$ cat config.mk
export PLATFORM = sky130hd
export DESIGN_NAME = mem_wb_stage_flat
export DESIGN_NICKNAME = d
export VERILOG_FILES = /design/src/rtl/mem_wb_if.sv /design/src/rtl/mem_wb_stage.sv /design/src/flat_wrapper.sv
export SDC_FILE = /design/constraint.sdc
export NUM_CORES = 1
export LEC_CHECK = 0
export ABC_AREA = 1
export BUFFER_PORTS_ARGS = -buffer_cell sky130_fd_sc_hd__buf_4
export CAP_MARGIN = 15
export CORE_MARGIN = 2
export CORE_UTILIZATION = 48
export DETAILED_ROUTE_END_ITERATION = 6
export GPL_ROUTABILITY_DRIVEN = 0
export MAX_ROUTING_LAYER = met4
export PLACE_DENSITY = 0.9
export RECOVER_POWER = 100
export SYNTH_ARGS = -nofsm -noshare
export SYNTH_HDL_FRONTEND = slang
export SYNTH_SLANG_ARGS = --single-unit
$ cat constraint.sdc
create_clock -name clk -period 1.96 [get_ports clk]
set_input_delay 0.588 -clock clk [delete_from_list [all_inputs] [get_ports clk]]
set_output_delay 0.588 -clock clk [all_outputs]
set_load 0.1 [all_outputs]
$ cat src/rtl/mem_wb_if.sv
// MEM/WB bus: instruction fields from MEM, stall/flush control,
// register-file write port, forwarding, bypass and retire count.
interface mem_wb_if #(
  parameter int DATA_WIDTH     = 32,
  parameter int REG_ADDR_WIDTH = 5,
  parameter int CNT_WIDTH      = 32
);
  logic                      valid_in;
  logic                      RegWrite_in;
  logic                      MemToReg_in;
  logic [REG_ADDR_WIDTH-1:0] DestReg_in;
  logic [DATA_WIDTH-1:0]     ALU_result_in;
  logic [DATA_WIDTH-1:0]     MemRead_data;
  logic                      stall;
  logic                      flush;
  logic                      reg_we;
  logic [REG_ADDR_WIDTH-1:0] reg_waddr;
  logic [DATA_WIDTH-1:0]     reg_wdata;
  logic                      fwd_valid;
  logic [REG_ADDR_WIDTH-1:0] fwd_reg;
  logic [DATA_WIDTH-1:0]     fwd_data;
  logic                      last_we;
  logic [REG_ADDR_WIDTH-1:0] last_waddr;
  logic [DATA_WIDTH-1:0]     last_wdata;
  logic [CNT_WIDTH-1:0]      retired_count;

  modport master (
    output valid_in, RegWrite_in, MemToReg_in,
    output DestReg_in, ALU_result_in, MemRead_data,
    output stall, flush,
    input  reg_we, reg_waddr, reg_wdata,
    input  fwd_valid, fwd_reg, fwd_data,
    input  last_we, last_waddr, last_wdata,
    input  retired_count
  );

  modport slave (
    input  valid_in, RegWrite_in, MemToReg_in,
    input  DestReg_in, ALU_result_in, MemRead_data,
    input  stall, flush,
    output reg_we, reg_waddr, reg_wdata,
    output fwd_valid, fwd_reg, fwd_data,
    output last_we, last_waddr, last_wdata,
    output retired_count
  );
endinterface

$ cat src/rtl/mem_wb_stage.sv
// MEM/WB pipeline register and writeback stage: one register-file
// write per instruction, WB forwarding, last-write bypass, retire count.
module mem_wb_stage #(
  parameter int DATA_WIDTH     = 32,
  parameter int REG_ADDR_WIDTH = 5,
  parameter int CNT_WIDTH      = 32
) (
  input logic     clk,
  input logic     rst,
  mem_wb_if.slave bus
);
  logic                      v_q, v_d;
  logic                      rw_q, rw_d;
  logic                      done_q, done_d;
  logic [REG_ADDR_WIDTH-1:0] dest_q, dest_d;
  logic [DATA_WIDTH-1:0]     wdata_q, wdata_d;
  logic                      last_we_q;
  logic [REG_ADDR_WIDTH-1:0] last_waddr_q;
  logic [DATA_WIDTH-1:0]     last_wdata_q;
  logic [CNT_WIDTH-1:0]      cnt_q, cnt_d;

  logic                      we;
  logic                      retire;
  logic [REG_ADDR_WIDTH-1:0] waddr;
  logic [DATA_WIDTH-1:0]     wdata;

  assign we     = v_q & rw_q & ~done_q & (dest_q != '0);
  assign retire = v_q & ~done_q;
  assign waddr  = we ? dest_q  : '0;
  assign wdata  = we ? wdata_q : '0;

  always_comb begin
    v_d     = bus.valid_in;
    rw_d    = bus.RegWrite_in;
    dest_d  = bus.DestReg_in;
    wdata_d = bus.MemToReg_in ? bus.MemRead_data
                              : bus.ALU_result_in;
    done_d  = 1'b0;
    cnt_d   = cnt_q + {{(CNT_WIDTH-1){1'b0}}, retire};
    if (bus.flush) begin
      v_d     = 1'b0;
      rw_d    = 1'b0;
      dest_d  = '0;
      wdata_d = '0;
    end else if (bus.stall) begin
      v_d     = v_q;
      rw_d    = rw_q;
      dest_d  = dest_q;
      wdata_d = wdata_q;
      // any held instruction, writing or not, is finished after one cycle
      done_d  = done_q | v_q;
    end
  end

  always_ff @(posedge clk) begin
    if (rst) begin
      v_q          <= 1'b0;
      rw_q         <= 1'b0;
      done_q       <= 1'b0;
      dest_q       <= '0;
      wdata_q      <= '0;
      last_we_q    <= 1'b0;
      last_waddr_q <= '0;
      last_wdata_q <= '0;
      cnt_q        <= '0;
    end else begin
      v_q          <= v_d;
      rw_q         <= rw_d;
      done_q       <= done_d;
      dest_q       <= dest_d;
      wdata_q      <= wdata_d;
      last_we_q    <= we;
      last_waddr_q <= waddr;
      last_wdata_q <= wdata;
      cnt_q        <= cnt_d;
    end
  end

  assign bus.reg_we        = we;
  assign bus.reg_waddr     = waddr;
  assign bus.reg_wdata     = wdata;
  assign bus.fwd_valid     = we;
  assign bus.fwd_reg       = waddr;
  assign bus.fwd_data      = wdata;
  assign bus.last_we       = last_we_q;
  assign bus.last_waddr    = last_waddr_q;
  assign bus.last_wdata    = last_wdata_q;
  assign bus.retired_count = cnt_q;
endmodule

$ cat src/flat_wrapper.sv
// flat-port wrapper written by rule: the top's interface ports become plain ports
module mem_wb_stage_flat 
#(
  parameter int DATA_WIDTH     = 32,
  parameter int REG_ADDR_WIDTH = 5,
  parameter int CNT_WIDTH      = 32
)
  (clk, rst, bus_valid_in, bus_RegWrite_in, bus_MemToReg_in, bus_DestReg_in, bus_ALU_result_in, bus_MemRead_data, bus_stall, bus_flush, bus_reg_we, bus_reg_waddr, bus_reg_wdata, bus_fwd_valid, bus_fwd_reg, bus_fwd_data, bus_last_we, bus_last_waddr, bus_last_wdata, bus_retired_count);
  mem_wb_if #(.DATA_WIDTH(DATA_WIDTH), .REG_ADDR_WIDTH(REG_ADDR_WIDTH), .CNT_WIDTH(CNT_WIDTH)) bus_i ();
  input logic clk;
  input logic rst;
  input wire logic [$bits(bus_i.valid_in)-1:0] bus_valid_in;
  input wire logic [$bits(bus_i.RegWrite_in)-1:0] bus_RegWrite_in;
  input wire logic [$bits(bus_i.MemToReg_in)-1:0] bus_MemToReg_in;
  input wire logic [$bits(bus_i.DestReg_in)-1:0] bus_DestReg_in;
  input wire logic [$bits(bus_i.ALU_result_in)-1:0] bus_ALU_result_in;
  input wire logic [$bits(bus_i.MemRead_data)-1:0] bus_MemRead_data;
  input wire logic [$bits(bus_i.stall)-1:0] bus_stall;
  input wire logic [$bits(bus_i.flush)-1:0] bus_flush;
  output wire logic [$bits(bus_i.reg_we)-1:0] bus_reg_we;
  output wire logic [$bits(bus_i.reg_waddr)-1:0] bus_reg_waddr;
  output wire logic [$bits(bus_i.reg_wdata)-1:0] bus_reg_wdata;
  output wire logic [$bits(bus_i.fwd_valid)-1:0] bus_fwd_valid;
  output wire logic [$bits(bus_i.fwd_reg)-1:0] bus_fwd_reg;
  output wire logic [$bits(bus_i.fwd_data)-1:0] bus_fwd_data;
  output wire logic [$bits(bus_i.last_we)-1:0] bus_last_we;
  output wire logic [$bits(bus_i.last_waddr)-1:0] bus_last_waddr;
  output wire logic [$bits(bus_i.last_wdata)-1:0] bus_last_wdata;
  output wire logic [$bits(bus_i.retired_count)-1:0] bus_retired_count;
  assign bus_i.valid_in = bus_valid_in;
  assign bus_i.RegWrite_in = bus_RegWrite_in;
  assign bus_i.MemToReg_in = bus_MemToReg_in;
  assign bus_i.DestReg_in = bus_DestReg_in;
  assign bus_i.ALU_result_in = bus_ALU_result_in;
  assign bus_i.MemRead_data = bus_MemRead_data;
  assign bus_i.stall = bus_stall;
  assign bus_i.flush = bus_flush;
  assign bus_reg_we = bus_i.reg_we;
  assign bus_reg_waddr = bus_i.reg_waddr;
  assign bus_reg_wdata = bus_i.reg_wdata;
  assign bus_fwd_valid = bus_i.fwd_valid;
  assign bus_fwd_reg = bus_i.fwd_reg;
  assign bus_fwd_data = bus_i.fwd_data;
  assign bus_last_we = bus_i.last_we;
  assign bus_last_waddr = bus_i.last_waddr;
  assign bus_last_wdata = bus_i.last_wdata;
  assign bus_retired_count = bus_i.retired_count;
  mem_wb_stage #(.DATA_WIDTH(DATA_WIDTH), .REG_ADDR_WIDTH(REG_ADDR_WIDTH), .CNT_WIDTH(CNT_WIDTH)) u_core (.clk(clk), .rst(rst), .bus(bus_i));
endmodule
# Word level (Yosys, flattened, before mapping)

Index checks and enable logic that the tools add are counted.

Register bits after elaboration: 110
Word-level logic and storage cells: 23
Input bits: 76
Output and inout port bits: 146

Bitwise operators: 7
Mux-type cells: 3
$add $sub $neg: 1
Reductions and logical operators: 3

Operators by type and width:

| kind              | number |
|---|---|
| $mux 32           | 2 |
| $add 32x1->32     | 1 |
| $mux 5            | 1 |
| $reduce_bool 5->1 | 1 |
| $and 1x1->1       | 4 |
| $reduce_or 3->1   | 1 |
| $not 1->1         | 2 |
| $reduce_or 2->1   | 1 |
| $or 1x1->1        | 1 |

# Longest topological paths before layout

Gate-level depths: netlist of run 1.

Depth after elaboration: 4
Mapped depth: 11
Depth with buffers taken out: 11

# Worst setup path after synthesis of run 1

OpenSTA, ideal clock, no wires.

Kind: reg-to-output
Start: reg u_core.v_q
End: out bus_reg_waddr[0]
Data required time: 1372 ps
Arrival time: 2547 ps
Cell stages (with the launch flop): 7
Path slack: -1175 ps
Cell sequence: dfxtp_1 nand2_1 nor2_2 nand2_2 buf_2 nor2_1 buf_4

Word-level cells in the longest chain between the ends: 4

RTL lines:

| what                      | line               | text |
|---|---|---|
| start, declared           | mem_wb_stage.sv:12 | `logic v_q, v_d;` |
| start signal, assigned    | mem_wb_stage.sv:67 | `v_q <= v_d;` |
| $and 1x1->1 (3 in series) | mem_wb_stage.sv:27 | `assign we = v_q & rw_q & ~done_q & (dest_q != '0);` |
| $mux 5                    | mem_wb_stage.sv:29 | `assign waddr = we ? dest_q : '0;` |
| end, declared             | flat_wrapper.sv:21 | `output wire logic [$bits(bus_i.reg_waddr)-1:0] bus_reg_waddr;` |

No other way between the ends.

# Worst setup path in the final report of run 1

Start: reg u_core.rw_q
End: out bus_reg_wdata[31]

Word-level cells in the longest chain between the ends: 4

RTL lines:

| what                      | line               | text |
|---|---|---|
| start, declared           | mem_wb_stage.sv:13 | `logic rw_q, rw_d;` |
| start signal, assigned    | mem_wb_stage.sv:68 | `rw_q <= rw_d;` |
| $and 1x1->1 (3 in series) | mem_wb_stage.sv:27 |  |
| $mux 32                   | mem_wb_stage.sv:30 | `assign wdata = we ? wdata_q : '0;` |
| end, declared             | flat_wrapper.sv:22 | `output wire logic [$bits(bus_i.reg_wdata)-1:0] bus_reg_wdata;` |

No other way between the ends.

==> flow_metrics.py, run 1 <==
metrics = {
    "final_layout": {
        "n_antenna_cell": 0,
        "area_delta_synth_final_pct": 63.1,
        "final_nets": 936,
        "finalNonFillerCells": 998,
        "layout-drive-gt1-share_pct": 45.2,
        "fin_area_mm2": 0.00837,
    },
    "placed_design": {
        "pre_cts_ws_ns": 0.00263,
        "place_inst": 972,
        "place_area_mm2": 0.00700,
        "port_buffers": 221,
        "dpl.hpwl_mm": 10.9,
    },
    "pwr": {
        "leakage_nw": 3.51,
        "ir_drop_mv": 0.342,
        "p_per_area_mw_per_mm2": 506,
    },
    "synthesis": {
        "yosys.area.top_type": "dfxtp_1",
        "synthMuxAreaShare_pct": 7.02,
        "synth_top_family_by_area": "simple AND/OR/NAND/NOR gates",
        "synth_fp_nets": 742,
        "syn_avg_cell_area_um2": 7.74,
        "synth_async_sr_flop_share_pct": 0,
        "synth-seq-area-share_pct": 42.9,
        "synth_top_area_share_pct": 42.9,
        "netlist_area_mm2": 0.00513,
        "synthXorXnorAreaFrac_pct": 0.682,
        "synth_compound_area_share_pct": 12.3,
        "yosys_most_used_dff": "dfxtp_1",
        "ys_ff_latch": 110,
        "synth-simple-area-share_pct": 20.5,
        "yosysWarnings": 0,
        "yosys.cell_types.count": 31,
        "synth_common_cells": "nor2_1, dfxtp_1, inv_1",
        "synth_cells": 663,
        "synthAdderAreaFrac_pct": 0.731,
        "yosysMostFrequentCell": "nor2_1",
        "synth-edff-count": 0,
        "synth_area_leaders": "dfxtp_1, nor2_1, inv_1",
    },
    "timing": {
        "rsz0062_at_grt": "yes",
        "hold_ws_ns": 0.490,
        "slew_headroom_pct": 48.4,
        "worstMarginPinSlew_ns": 0.773,
        "setup_slack_ns": -0.364,
        "finClkSkew_ns": 0.0244,
        "fmax_ghz": 0.430,
        "slew_violations": 0,
        "hold_violations": 0,
        "setup_viol": 76,
        "tns_ns": -22.88,
        "finalCriticalPeriod_ns": 2.32,
        "finalCritPeriodShare_pct": 119,
    },
    "run": {
        "max_cap_violations": 0,
    },
    "clocking": {
        "clock_path_buffers": 2,
        "insertion_delay_ns": 0.37,
        "numCtsBuffers": 9,
        "clk_pin_slew_ns": 0.12,
        "root_buffer": "clkbuf_8",
        "cts_num_sinks": 110,
        "cts_tree": "built",
        "cts_max_level": 3,
    },
    "die": {
        "coreArea_mm2": 0.0104,
        "std_cell_rows": 37,
        "die_y_um": 107,
        "die-area_mm2": 0.0115,
        "ioPinCount": 222,
        "start_util_pct": 49.5,
        "fp.dieW_um": 107,
    },
    "route": {
        "wl_mm": 20.6,
        "drtAntennaViolNets": 0,
        "viasPerCell": 5.43,
        "wl_per_cell_um": 20.6,
        "firstDrtPassIters": 7,
        "drtIter0Drc": 328,
        "vias": 5418,
        "route.detailed.drc": 0,
    },
    "worst_setup_path": {
        "cp.arrival_ns": 1.74,
        "critPathLaunchType": "register",
        "path_cells": "nand2_2 -> nor2_4 -> nand2_4 -> buf_12 -> nor2_4 -> buf_12",
        "cpPeakStageDelay_ns": 0.35,
        "cp.required_ns": 1.37,
        "reg2reg_slack_ns": 0.15,
        "crit_fanout": 5,
        "cp_slowest_cell": "dfxtp_2",
        "cp-end-kind": "primary output",
        "critPathKind": "reg2out",
    },
    "grt": {
        "antenna_found_initial": 0,
        "overflow": 0,
        "grt_pass1_wl_mm": 27.3,
        "grt_usage_pct": 31.3,
        "grt_pass1_vias": 5105,
        "grt_max_degree": 41,
    },
    "outcome": {
        "status": "complete, but fails checks",
        "violations": "setup timing",
    },
    "min_path": {
        "hp-class": "in2reg",
    },
}
[worst paths after layout]
| check | startpoint | end | cells past startpoint |
|---|---|---|---|
| worst min-delay path | bus_DestReg_in[4] | u_core.dest_q[4]$_SDFFE_PP0N_ | 3 |
| worst min register to register | u_core.bus.retired_count[5]$_SDFF_PP0_ | u_core.bus.retired_count[5]$_SDFF_PP0_ | 2 |
| worst max-delay path | u_core.rw_q$_SDFFE_PP0N_ | bus_reg_wdata[31] | 6 |
| worst max register to register | u_core.v_q$_SDFFE_PP0N_ | u_core.bus.retired_count[18]$_SDFF_PP0_ | 12 |
[stage by stage]
step           util [%]  power, mW
5_1_grt            80.7       4.35
4_1_cts            77.2       4.14
6_report           80.7       4.24
3_3_place_gp       67.5       2.77
2_1_floorplan         -       2.61
3_5_place_dp       67.5       2.78
[kinds of logic after synthesis]
family	after synthesis
mux	32
compound gates	98
simple gates	257
xor+xnor	4
fa+ha+maj	3
flops	110
buf+inv	159
[report_power, final]
group          total (mW)  switching [mW]  internal (mW)  leakage (nW)
sequential           2.29          0.0204           2.27         0.895
combinational       0.523           0.301          0.222          2.51
clock                1.42           0.827          0.594         0.104
[sequential cells by signal, indices dropped and copies added (netlist names)]
| name | flops |
|---|---|
| u_core.bus.last_wdata | 32 |
| u_core.bus.retired_count | 32 |
| u_core.wdata_q | 32 |
| u_core.bus.last_waddr | 5 |
| u_core.dest_q | 5 |
| u_core.bus.last_we | 1 |
| u_core.done_q | 1 |
| u_core.rw_q | 1 |
| u_core.v_q | 1 |
[final cells by class]
type / count / area [um^2]
Inverter: 94 / 362
Tap cell: 136 / 170
Timing Repair Buffer: 247 / 2920
Fill cell: 534 / 2000
Clock inverter: 4 / 37.5
Sequential cell: 110 / 2210
Clock buffer: 12 / 166
Multi-Input combinational cell: 395 / 2500
[per-layer routing]
metal / up-vias / routed length, um / global-route usage, %
met2: 394 / 10500 / 55.6
met4: 0 / 1190 / 12.7
met1: 2521 / 7020 / 34.1
li1: 2403 / - / -
met5: - / 0 / -
met3: 100 / 1890 / 6.42
[repair_timing]
action | in CTS | in global routing
pin swaps | 5 | 15
hold buffers | 0 | 0
gates resized for setup | 185 | 74
endpoints found under the setup margin | 76 | 87
setup buffers | 6 | 3
endpoints found under the hold margin | 0 | 0
cloned | 0 | 2
[placed cells by master (no fill, tap or decap), types with 2 or more instances in the layout]
master       n
buf_4      157
nor2_1     110
dfxtp_1    103
inv_1       90
buf_12      82
nand2_1     67
nor2_4      44
a21oi_2     32
o21ai_1     32
mux2_2      24
a21oi_1     20
nand3_1     14
clkbuf_8    10
mux2_1       8
a211oi_1     7
dfxtp_2      6
nand2_2      5
o21ai_0      5
buf_6        5
nor2_2       4
xor2_1       3
clkinv_4     3
nand2_4      2
nor3_1       2
or2_2        2
and2_1       2
clkbuf_16    2
clkbuf_1     2
[critical path, delay by kind of cell, from the launching register on]
family	cells	cell delay (ns)
and+or+nand+nor	4	0.63
buffers and inverters	2	0.39
DFF	1	0.35
(Power assumes the default switching activity.)
==> inputs of run 2 (changes only) <==
--- a/config.mk
+++ b/config.mk
@@ -9,11 +9,11 @@
 export BUFFER_PORTS_ARGS = -buffer_cell sky130_fd_sc_hd__buf_4
 export CAP_MARGIN = 15
 export CORE_MARGIN = 2
-export CORE_UTILIZATION = 48
+export CORE_UTILIZATION = 52
 export DETAILED_ROUTE_END_ITERATION = 6
 export GPL_ROUTABILITY_DRIVEN = 0
 export MAX_ROUTING_LAYER = met4
-export PLACE_DENSITY = 0.9
+export PLACE_DENSITY = 0.95
 export RECOVER_POWER = 100
 export SYNTH_ARGS = -nofsm -noshare
 export SYNTH_HDL_FRONTEND = slang
==> constraint.sdc (replaced) <==
create_clock -name clk -period 2.7 [get_ports clk]
set_input_delay 0.81 -clock clk [delete_from_list [all_inputs] [get_ports clk]]
set_output_delay 0.81 -clock clk [all_outputs]
set_load 0.1 [all_outputs]
==> run 2 against run 1 <==
Compared with the run above:
- the run now ends clean
- first-iteration DRC count shrank 41%
- routed wire length shrank 26%
- combinational power shrank 39%
- die area shrank 7.4%
- via count shrank 11%
- critical endpoint is now bus_reg_wdata[5]
- largest cell class is now multi-input combinational cells
==> flow_metrics.py, run 2 (synthesis results as in run 1) <==
metrics = {
    "outcome": {
        "status": "finished, final reports clean",
    },
    "clocking": {
        "cts_num_sinks": 110,
        "cts_tree": "built",
        "numCtsBuffers": 9,
        "clk_pin_slew_ns": 0.11,
        "root_buffer": "clkbuf_8",
        "cts_max_level": 3,
        "clock_path_buffers": 2,
        "insertion_delay_ns": 0.36,
    },
    "worst_setup_path": {
        "cp-end-kind": "primary output",
        "cp.required_ns": 1.89,
        "critPathKind": "reg2out",
        "r2r_end": "u_core.bus.last_wdata[17]$_SDFF_PP0_",
        "reg2reg_depth": 6,
        "cp.arrival_ns": 1.85,
        "worstSetupStartpoint": "u_core.dest_q[1]$_SDFFE_PP0N_",
        "reg2reg_slack_ns": 0.24,
        "reg2reg_from": "u_core.dest_q[1]$_SDFFE_PP0N_",
        "crit_fanout": 10,
        "critPathLaunchType": "register",
    },
    "route": {
        "vias": 4840,
        "drtIter0Drc": 192,
        "firstDrtPassIters": 4,
        "viasPerCell": 4.96,
        "drtAntennaViolNets": 0,
        "route.detailed.drc": 0,
        "wl_mm": 15.2,
        "wl_per_cell_um": 15.6,
    },
    "placed_design": {
        "pre_cts_ws_ns": 0.344,
        "port_buffers": 221,
        "dpl.hpwl_mm": 10.8,
    },
    "die": {
        "start_util_pct": 53.0,
        "die_y_um": 103,
        "coreArea_mm2": 0.00968,
        "die-area_mm2": 0.0107,
        "ioPinCount": 222,
        "std_cell_rows": 36,
        "fp.dieW_um": 103,
    },
    "pwr": {
        "p_total_mw": 3.04,
        "ir_drop_mv": 0.256,
        "p_per_area_mw_per_mm2": 442,
        "leakage_nw": 3.03,
    },
    "grt": {
        "grt_max_degree": 44,
        "grt_pass1_wl_mm": 21.3,
        "grt_pass1_vias": 4536,
        "antenna_found_initial": 0,
        "overflow": 0,
        "grt_usage_pct": 26.4,
    },
    "final_layout": {
        "final_cell_mix": "buf_4, nor2_1, dfxtp_1, inv_1, nand2_1",
        "final_nets": 917,
        "layout-drive-gt1-share_pct": 37.5,
        "n_antenna_cell": 0,
        "multi_input_area_mm2": 0.00235,
        "layout_commonest_cell": "buf_4",
        "final_util_pct": 71.0,
        "fillCellCount": 752,
        "ff_latch_area_mm2": 0.00220,
        "area_delta_synth_final_pct": 34.0,
    },
    "min_path": {
        "hp-start": "u_core.rw_q$_SDFFE_PP0N_",
        "hold-path-cell-count": 2,
        "min_to": "u_core.rw_q$_SDFFE_PP0N_",
        "hp-class": "reg2reg",
    },
    "timing": {
        "setup_viol": 0,
        "hold_violations": 0,
        "finClkSkew_ns": 0.0120,
        "setup_slack_ns": 0.0433,
        "worstMarginPinSlew_ns": 1.31,
        "slew_headroom_pct": 12.4,
        "finalCritPeriodShare_pct": 98.4,
        "fmax_ghz": 0.376,
        "finalCriticalPeriod_ns": 2.66,
        "slew_violations": 0,
    },
    "run": {
        "max_cap_violations": 0,
    },
}
## run 2: changes by cell type in the layout (fill, tap and decap cells not counted), sizes merged
cell	before	now
bufinv	0	2
buf	245	158
inv	93	94
clkinv	4	3
clkbuf	14	79
## run 2: area by class of cell
cell class | count | share of cell area [%]
Sequential cell | 110 | 32.0
Timing Repair Buffer | 228 | 23.2
Clock inverter | 6 | 1.26
Tap cell | 133 | 2.42
Clock buffer | 9 | 1.80
Inverter | 94 | 5.13
Multi-Input combinational cell | 395 | 34.2
## run 2: per-layer routing
layer / vias up / GRT usage, % / routed length (um)
met5: - / - / 0
met4: 0 / 9.31 / 372
met3: 28 / 4.44 / 887
met2: 180 / 46.6 / 8150
met1: 2269 / 30.1 / 5820
li1: 2363 / - / -
## run 2: per-stage QoR
step           cell area [um^2]  TNS (ns)  hold WS [ns]  std cells
2_1_floorplan              5350     -2.77         0.433        663
3_3_place_gp               6810         0         0.456        958
3_5_place_dp               6810         0         0.448        958
4_1_cts                    7030   -0.0254         0.468        973
5_1_grt                    6880     -1.74         0.493        975
6_report                   6880         0         0.473        975
## run 2: power breakdown
part / leakage (nW) / total, mW / internal (mW) / switching, mW
Sequential: 0.891 / 1.66 / 1.65 / 0.00920
Clock: 0.105 / 1.06 / 0.519 / 0.544
Combinational: 2.03 / 0.319 / 0.142 / 0.177
Total: 3.03 / 3.04 / 2.31 / 0.730
## run 2: how the worst max path moves through the flow
stage / to / slack (ns)
after floorplan: bus_reg_wdata[0] / -0.49
after global placement: bus_reg_wdata[4] / 0.34
after detailed placement: bus_fwd_data[6] / 0.34
after CTS: bus_fwd_data[11] / -0.01
after global routing: bus_fwd_data[5] / -0.06
final: bus_reg_wdata[5] / 0.04
## run 2: what timing repair did
item | CTS | global route
hold buffers | 0 | 0
pin swaps | 0 | 1
setup endpoints to repair | 40 | 42
setup buffers | 0 | 1
gates cloned | 0 | 1
gates resized for setup | 1 | 16
## run 2: critical path, cell delays in order, from the launching register on
cell and delay [ns]:
dfxtp_1 0.33, nor3_1 0.24, nand3_2 0.23, nand2_8 0.20, buf_4 0.20, nor2_4 0.04, buf_4 0.23
